**src/rtl/fetch_unit.sv**
```systemverilog
// -----------------------------------------------------------------------------
// fetch_unit
//
// Instruction fetch stage of the 16-bit CPU. Keeps the fetch PC, issues word
// reads to instruction memory over a level-held req/ready handshake, and holds
// the fetched word in instruction_reg until the decode/execute side takes it
// with ir_ack. A redirect from execute (taken branch/jump) overrides all
// other activity, drops any in-flight fetch and restarts fetching at
// redirect_addr.
//
// Optional feature (macro FETCH_PREFETCH_EN):
//   When defined, a one-entry prefetch buffer lets the next word be fetched
//   while the current one is still held, giving one instruction per cycle
//   with zero-wait memory. When undefined, the unit fetches one instruction
//   per two cycles at best.
//
// Ports:
//   clk             in   system clock, rising edge
//   rst_n           in   asynchronous active-low reset
//   mem_req         out  fetch request (function of state only)
//   mem_addr        out  word address of the request (always equals fetch PC)
//   mem_ready       in   mem_rdata valid this cycle for mem_addr
//   mem_rdata       in   instruction word from memory
//   instruction_reg out  held instruction for the decoder
//   ir_valid        out  instruction_reg holds a live instruction
//   ir_ack          in   consumer takes instruction_reg this cycle
//   redirect        in   taken branch/jump, highest priority
//   redirect_addr   in   new fetch address
//   ir_pc           out  address of instruction_reg
//   link_addr       out  ir_pc + 1 (wraps), used by branch-and-link
// -----------------------------------------------------------------------------
module fetch_unit #(
  parameter int WORD_SIZE = 16,
  parameter int ADDR_SIZE = 11,
  parameter int RESET_PC  = 0
) (
  input  logic                 clk,
  input  logic                 rst_n,
  output logic                 mem_req,
  output logic [ADDR_SIZE-1:0] mem_addr,
  input  logic                 mem_ready,
  input  logic [WORD_SIZE-1:0] mem_rdata,
  output logic [WORD_SIZE-1:0] instruction_reg,
  output logic                 ir_valid,
  input  logic                 ir_ack,
  input  logic                 redirect,
  input  logic [ADDR_SIZE-1:0] redirect_addr,
  output logic [ADDR_SIZE-1:0] ir_pc,
  output logic [ADDR_SIZE-1:0] link_addr
);

  localparam logic [ADDR_SIZE-1:0] RESET_ADDR = ADDR_SIZE'(RESET_PC);
  localparam logic [ADDR_SIZE-1:0] ADDR_ONE   = ADDR_SIZE'(1);

  typedef enum logic [1:0] {
    IDLE  = 2'd0,
    FETCH = 2'd1,
    HOLD  = 2'd2
  } state_t;

  state_t                 state_reg, state_next;
  logic [ADDR_SIZE-1:0]   fetch_pc_reg, fetch_pc_next;
  logic [WORD_SIZE-1:0]   ir_word_reg, ir_word_next;
  logic [ADDR_SIZE-1:0]   ir_pc_reg, ir_pc_next;
  logic                   ir_valid_reg, ir_valid_next;
  logic [ADDR_SIZE-1:0]   fetch_pc_inc;

`ifdef FETCH_PREFETCH_EN
  logic [WORD_SIZE-1:0]   pf_buf_reg, pf_buf_next;
  logic [ADDR_SIZE-1:0]   pf_pc_reg, pf_pc_next;
  logic                   pf_valid_reg, pf_valid_next;
`endif

  // Sequential fetch address, wraps naturally at 2^ADDR_SIZE.
  assign fetch_pc_inc = fetch_pc_reg + ADDR_ONE;

  assign mem_addr        = fetch_pc_reg;
  assign instruction_reg = ir_word_reg;
  assign ir_valid        = ir_valid_reg;
  assign ir_pc           = ir_pc_reg;
  assign link_addr       = ir_pc_reg + ADDR_ONE;

  // ---------------------------------------------------------------------------
  // State register
  // ---------------------------------------------------------------------------
  always_ff @(posedge clk or negedge rst_n) begin
    if (!rst_n) begin
      state_reg    <= IDLE;
      fetch_pc_reg <= RESET_ADDR;
      ir_word_reg  <= '0;
      ir_pc_reg    <= '0;
      ir_valid_reg <= 1'b0;
`ifdef FETCH_PREFETCH_EN
      pf_buf_reg   <= '0;
      pf_pc_reg    <= '0;
      pf_valid_reg <= 1'b0;
`endif
    end else begin
      state_reg    <= state_next;
      fetch_pc_reg <= fetch_pc_next;
      ir_word_reg  <= ir_word_next;
      ir_pc_reg    <= ir_pc_next;
      ir_valid_reg <= ir_valid_next;
`ifdef FETCH_PREFETCH_EN
      pf_buf_reg   <= pf_buf_next;
      pf_pc_reg    <= pf_pc_next;
      pf_valid_reg <= pf_valid_next;
`endif
    end
  end

  // ---------------------------------------------------------------------------
  // Request generation: depends on registered state only, so memory never
  // sees a combinational path from mem_ready or redirect back to mem_req.
  // ---------------------------------------------------------------------------
  always_comb begin
    mem_req = 1'b0;
    case (state_reg)
      FETCH:   mem_req = 1'b1;
`ifdef FETCH_PREFETCH_EN
      // While holding, fill the empty prefetch slot.
      HOLD:    mem_req = !pf_valid_reg;
`endif
      default: mem_req = 1'b0;
    endcase
  end

  // ---------------------------------------------------------------------------
  // Next-state logic
  // ---------------------------------------------------------------------------
  always_comb begin
    state_next    = state_reg;
    fetch_pc_next = fetch_pc_reg;
    ir_word_next  = ir_word_reg;
    ir_pc_next    = ir_pc_reg;
    ir_valid_next = ir_valid_reg;
`ifdef FETCH_PREFETCH_EN
    pf_buf_next   = pf_buf_reg;
    pf_pc_next    = pf_pc_reg;
    pf_valid_next = pf_valid_reg;
`endif

    if (redirect) begin
      // Any returning word belongs to the abandoned path: drop it, leave the
      // IR contents alone and just mark them dead. An ir_ack is swallowed.
      fetch_pc_next = redirect_addr;
      ir_valid_next = 1'b0;
      state_next    = FETCH;
`ifdef FETCH_PREFETCH_EN
      pf_valid_next = 1'b0;
`endif
    end else begin
      case (state_reg)
        IDLE: begin
          state_next = FETCH;
        end

        FETCH: begin
          if (mem_ready) begin
            ir_word_next  = mem_rdata;
            ir_pc_next    = fetch_pc_reg;
            ir_valid_next = 1'b1;
            fetch_pc_next = fetch_pc_inc;
            state_next    = HOLD;
          end
        end

        HOLD: begin
`ifdef FETCH_PREFETCH_EN
          if (ir_ack) begin
            if (pf_valid_reg) begin
              // Promote the buffered word; no request was out this cycle.
              ir_word_next  = pf_buf_reg;
              ir_pc_next    = pf_pc_reg;
              pf_valid_next = 1'b0;
            end else if (mem_ready) begin
              // Word arrives as the old one leaves: bypass the buffer.
              ir_word_next  = mem_rdata;
              ir_pc_next    = fetch_pc_reg;
              fetch_pc_next = fetch_pc_inc;
            end else begin
              ir_valid_next = 1'b0;
              state_next    = FETCH;
            end
          end else if (!pf_valid_reg && mem_ready) begin
            pf_buf_next   = mem_rdata;
            pf_pc_next    = fetch_pc_reg;
            pf_valid_next = 1'b1;
            fetch_pc_next = fetch_pc_inc;
          end
`else
          if (ir_ack) begin
            ir_valid_next = 1'b0;
            state_next    = FETCH;
          end
`endif
        end

        default: begin
          state_next = IDLE;
        end
      endcase
    end
  end

endmodule

```
**config.mk**
```make
export PLATFORM = sky130hd
export DESIGN_NAME = fetch_unit
export DESIGN_NICKNAME = d
export VERILOG_FILES = /design/src/rtl/fetch_unit.sv
export SDC_FILE = /design/constraint.sdc
export NUM_CORES = 1
export LEC_CHECK = 0
export CORE_MARGIN = 8
export CORE_UTILIZATION = 38
export DETAILED_ROUTE_END_ITERATION = 10
export GPL_TIMING_DRIVEN = 1
export PLACE_DENSITY_LB_ADDON = 0.2
export SYNTH_ARGS = -nofsm -noshare
export SYNTH_HDL_FRONTEND = slang
export SYNTH_SLANG_ARGS = --single-unit
```
**constraint.sdc**
```tcl
create_clock -name clk -period 1.57 [get_ports clk]
set_clock_uncertainty 0.2 [all_clocks]
set_input_delay 0.3925 -clock clk [delete_from_list [all_inputs] [get_ports clk]]
set_output_delay 0.3925 -clock clk [all_outputs]
set_load 0.005 [all_outputs]
```
==> impl_metrics.tcl, run 1 <==
set metrics [dict create \
    outcome "finished, violations left" \
    violations "setup timing" \
    ios 83 \
    antenna_found_initial 0 \
    final_util 0.795 \
    fillers 300 \
    crit_path_end "link_addr[5]" \
    tritoncts "built" \
    rows 26 \
    drt_iter0_drc 63 \
    power_density_nw_per_um2 1040 \
    whs_ns 0.309 \
    ys_seq_area_frac 0.521 \
    cts_inserted_buffers 5 \
    dp_hpwl_um 3960 \
    largest_reg_flops 16 \
    multi_input_area_um2 1170 \
    nets 370 \
    arrival_ns 1.47 \
    drc 0 \
    synth_nets 197 \
    start_util 0.391 \
    clk_latency_ns 0.29 \
    peakVddDrop_v 0.000579 \
    n_antenna_cell 0 \
    start_kind "flip-flop" \
    layout_setup_ws_ns -0.492 \
    fin_crit_sh 1.31 \
    dieArea_um2 7750 \
    avgSynthCellArea_um2 12.1 \
    cts.path.max_buffers 2 \
    crit_path_start "ir_pc[0]" \
    yosysUniqueCellTypes 30 \
    path_clk_slew_ns 0.09 \
    fmax_mhz 485 \
    crit_fanout 3 \
    yosysWarnings 0 \
    dieHeight_um 88.0 \
    rr_startpoint "state_reg[1]" \
    synthTopCellsByArea "dfrtp_1 52%, mux2_1 11%, xnor2_1 4.9%" \
    drtPass1Iterations 4 \
    portBuffers 82 \
    cap_violations 0 \
    htree_levels 2 \
    drive_gt1_frac 0.528 \
    core_area_um2 5040 \
    setup_viol_count_final 48 \
    critical_path.endpoint_type "output pin" \
    grt_pass1_wl_um 10800 \
    avgRoutedWirePerCell_um 17.2 \
    grt_pass1_vias 2123 \
    syn-cell-area_um2 1970 \
    routed_via_density 4.71 \
    rsz0062_at_grt "yes" \
    synth_seq_cells 41 \
    synth_cells 163 \
    postRouteAntennaNets 0 \
    grt_max_degree 42 \
    r2r_cells 6 \
    timing.rr.end "instruction_reg[14]" \
    min_period_ns 2.06 \
    crit_type "reg2out" \
    relSlewSlack 0.814 \
    worstHoldPathType "reg2reg" \
    overflow 0 \
    vias 1919 \
    seqCellArea_um2 1030 \
    totalWireLength_um 7010 \
    grtUsageTotal 0.183 \
    hold_viol 0 \
    gp_congestion 0.747 \
    synth_top_cell_by_area "dfrtp_1" \
    cp.required_ns 0.98 \
    final_max_slew_viol_count 0 \
    cts_root_buffer "clkbuf_8" \
    cts.sinks 41 \
    place_inst 347 \
    instances_no_fill 407 \
    reg2reg_slack_ns -0.18 \
    holdPathStages 1 \
    dieWidth_um 88.0 \
    yosysTopAreaCellShare 0.521 \
    worst_pin_slew_ns 0.279 \
    leakagePower_uw 0.00191 \
    area_growth_pct 103 \
]
[layout make-up]
type / count / area share
inverter: 3 / 0.00343
timing repair buffer: 171 / 0.404
tap: 70 / 0.0219
sequential: 41 / 0.257
multi-input combinational: 114 / 0.293
clock inverter: 2 / 0.00250
clock buffer: 6 / 0.0181
[synthesized netlist by cell type]
master / count
nand2b_1: 1
mux2_1: 19
and4b_1: 1
nand4_1: 2
nand3b_4: 1
buf_6: 2
nor4_2: 3
ha_1: 2
a21o_1: 1
nand4_2: 1
a21oi_1: 1
buf_4: 1
clkbuf_1: 2
inv_1: 3
xor2_1: 8
nor2b_1: 3
o21ai_1: 11
nand4b_2: 1
mux2i_1: 1
dfrtp_1: 41
mux2_2: 2
nand2_1: 20
and3_1: 1
o21ai_0: 3
nand3_1: 7
nor2_2: 1
nor2_1: 4
nor3_1: 3
mux2_4: 6
xnor2_1: 11
[stage by stage]
stage	setup slack, ns	setup TNS [ns]	power, µW	area, µm²
final	-0.492	-9.00	4150	4010
after global routing	-0.565	-10.98	4370	4010
after CTS	-0.494	-8.79	3920	3840
after detailed placement	-0.636	-24.48	2910	3170
after global placement	-0.597	-24.08	2880	3170
after floorplan	-0.0924	-0.688	1870	2000
[per-layer routing]
| metal | GRT usage | wire, µm | vias up |
|---|---|---|---|
| li1 | - | - | 915 |
| met5 | 0 | 0 | - |
| met4 | 0.0737 | 167 | 0 |
| met1 | 0.198 | 2690 | 946 |
| met2 | 0.332 | 3800 | 45 |
| met3 | 0.0432 | 345 | 13 |
[logic make-up (layout without fill, tap and decap cells)]
| logic type | count (synthesis) | after routing | share of synthesized area |
|---|---|---|---|
| flip-flops | 41 | 41 | 0.521 |
| AO/OA/AOI/OAI | 16 | 16 | 0.0419 |
| AND/OR/NAND/NOR | 49 | 49 | 0.145 |
| adder cells (fa/ha/maj) | 2 | 2 | 0.0127 |
| XOR/XNOR | 19 | 19 | 0.0844 |
| buffers and inverters | 8 | 182 | 0.0248 |
| multiplexers | 28 | 28 | 0.171 |
[critical path: stages (launching register included)]
cell	delay, ns
dfrtp_2	0.43
buf_6	0.12
nand3_4	0.08
nor2_4	0.13
nand2_1	0.11
xnor2_1	0.16
buf_2	0.14
[cells in the final DEF (no fill, tap or decap), drive strengths merged, types with 5 or more instances in the layout]
cell and count:
nor2 5, xnor2 11, clkbuf 6, nand2 20, dlygate4sd2 14, clkdlybuf4s50 28
dfrtp 41, buf 113, o21ai 14, clkdlybuf4s15 15, xor2 8, nand3 7
mux2 27
[worst min-delay path by stage]
stage                  startpoint                 end
2_1_floorplan               rst_n  instruction_reg[0]
3_3_place_gp                rst_n  instruction_reg[3]
3_5_place_dp                rst_n  instruction_reg[3]
4_1_cts        instruction_reg[9]  instruction_reg[9]
5_1_grt        instruction_reg[7]  instruction_reg[7]
6_report       instruction_reg[5]  instruction_reg[5]
[repair_timing]
item	in CTS	in global routing
pin swaps	26	25
hold endpoints to repair	41	0
hold buffers	1	0
setup buffers	41	21
gates resized for setup	198	52
endpoints found under the setup margin	86	77
gates cloned	2	0
[power by group]
part	leakage [µW]	total, µW	switching (µW)	internal [µW]
clock	0.0000450	685	376	309
sequential	0.000489	1420	153	1270
combinational	0.00138	2050	730	1320
(Power assumes the default switching activity.)
==> inputs of run 2 (changes only) <==
CELL_PAD_IN_SITES_DETAIL_PLACEMENT = 1   (was default)
CELL_PAD_IN_SITES_GLOBAL_PLACEMENT = 1   (was default)
CORE_UTILIZATION = 29   (was 38)
==> run 2 against run 1 <==
The flow still finishes with violations (setup timing). Setup slack got worse by 0.021 ns. Critical path depth increased by 1. Utilization decreased by 17 points. Final cell count increased by 5.2%. Sequential power about the same. Global-route usage decreased by 1.9 points. Combinational power increased by 5%. Sequential share of layout area decreased by 0.75 points. Hold slack improved by 0.0053 ns. Largest power group unchanged. Highest routed layer unchanged.
==> impl_metrics.tcl, run 2 (same netlist as run 1, synthesis figures left out) <==
set metrics [dict create \
    outcome "finished, violations left" \
    violations "setup timing" \
    avgRoutedWirePerCell_um 19.1 \
    dieWidth_um 98.4 \
    gp_congestion 0.809 \
    routed_via_density 4.61 \
    grtUsageTotal 0.164 \
    layout_setup_ws_ns -0.513 \
    use_met1 0.181 \
    grt_busiest_layer "met2" \
    peakVddDrop_v 0.000442 \
    crit_type "reg2out" \
    final_max_slew_viol_count 0 \
    fmax_mhz 480 \
    cts_root_buffer "clkbuf_8" \
    final_util 0.620 \
    relSlewSlack 0.804 \
    crit_fanout 3 \
    rr_startpoint "state_reg[1]" \
    clkPwrFrac 0.158 \
    crit_path_start "ir_pc[0]" \
    critical_path.endpoint_type "output pin" \
    antenna_found_initial 0 \
    postRouteAntennaNets 0 \
    area_growth_pct 110 \
    overflow 0 \
    hold_viol 0 \
    fin_crit_sh 1.33 \
    dp_hpwl_um 4470 \
    grt_pass1_wl_um 12500 \
    min_period_ns 2.08 \
    cts_inserted_buffers 5 \
    totalWireLength_um 8170 \
    final_cell_mix "68 x buf_4, 36 x dfrtp_1, 35 x buf_6" \
    leakagePower_uw 0.00198 \
    p_int_uw 2930 \
    power.net_switching_uw 1320 \
    path_clk_slew_ns 0.08 \
    cp.required_ns 0.98 \
    htree_levels 2 \
    worst_pin_slew_ns 0.294 \
    cts.path.max_buffers 2 \
    drc 0 \
    largest_reg_flops 16 \
    cts.sinks 41 \
    hp-start "instruction_reg[0]" \
    n_antenna_cell 0 \
    start_kind "flip-flop" \
    start_util 0.295 \
    final_area_um2 4140 \
    met3_usage 0.0366 \
    drtPass1Iterations 4 \
    dieArea_um2 9690 \
    whs_ns 0.315 \
    p_total_uw 4260 \
    nets 381 \
    p_sw_frac 0.311 \
    rows 30 \
    portBuffers 82 \
    tritoncts "built" \
    core_area_um2 6680 \
    grt_max_degree 42 \
    drt_iter0_drc 29 \
    ios 83 \
    grt_pass1_vias 2269 \
    layout_commonest_cell "buf_4" \
    pwr-share-seq 0.335 \
    vias 1973 \
    worstHoldPathType "reg2reg" \
    cap_violations 0 \
    dieHeight_um 98.4 \
    arrival_ns 1.49 \
    clk_latency_ns 0.28 \
    power_density_nw_per_um2 1030 \
    rsz0062_at_grt "yes" \
    setup_viol_count_final 54 \
    drive_gt1_frac 0.575 \
    dpl_cell_area_um2 3200 \
    combinationalPowerShare 0.507 \
    grt_use_met2 0.306 \
]
## run 2: changes by cell type in the layout (fill, tap and decap cells not counted), moves of 4 or more
cell	before	now
buf_4	50	68
clkdlybuf4s15_1	15	11
xnor2_2	2	7
buf_6	43	35
xnor2_1	9	4
## run 2: routing by layer
layer  routed length (µm)  part of all wire
met1                 3200              0.39
met2                 4540              0.56
met3                  320             0.039
met4                  109             0.013
met5                    0                 0
## run 2: through the flow
stage	worst slack (ns)	TNS, ns	std cells
final	-0.513	-10.32	428
after global routing	-0.622	-14.08	428
after CTS	-0.549	-9.85	413
after detailed placement	-0.634	-25.60	360
after global placement	-0.592	-24.42	360
after floorplan	-0.0924	-0.688	163
## run 2: path summary, 6_finish.rpt
kind / slack, ns / endpoint / cells after the start
max: -0.51 / link_addr[10] / 7
min: 0.31 / instruction_reg[0] / 1
max reg2reg: -0.19 / instruction_reg[2] / 6
min reg2reg: 0.31 / instruction_reg[0] / 1
max in group asynchronous: 0.54 / mem_addr[2] / 3
min in group asynchronous: 0.39 / instruction_reg[3] / 3
## run 2: final cells by class
type,instances,area [µm²]
fillers,692,2540
repair buffers,182,1690
multi-input cells,114,1230
flip-flops and latches,41,1030
well taps,80,100
clock buffers,6,72.6
inverters,3,13.8
clock inverters,2,10.0
## run 2: timing repair
item	4_1_cts	5_1_grt
pin swaps	25	24
gates resized for setup	183	54
hold buffers	1	0
endpoints found under the setup margin	85	76
buffers inserted	44	21
gates cloned	3	0
endpoints found under the hold margin	41	0
## run 2: critical path, cell delays in order, from the launching register on
cell	delay (ns)
dfrtp_2	0.43
ha_4	0.17
nand3_4	0.08
nor2_4	0.11
buf_6	0.11
nand3_4	0.06
xnor2_2	0.12
buf_2	0.12
## run 2: power groups by stage
stage / logic, µW / registers (µW) / clock network [µW]
after floorplan: 389 / 1480 / 0
after global placement: 1480 / 1440 / 0
after detailed placement: 1500 / 1450 / 0
after CTS: 1880 / 1400 / 694
after global routing: 2300 / 1450 / 729
final: 2160 / 1430 / 673
==> inputs of run 3 (changes only) <==
CAP_MARGIN = 20   (was default)
==> results of run 3 <==
No change in the layout: final DEF, timing and power equal those of run 2.
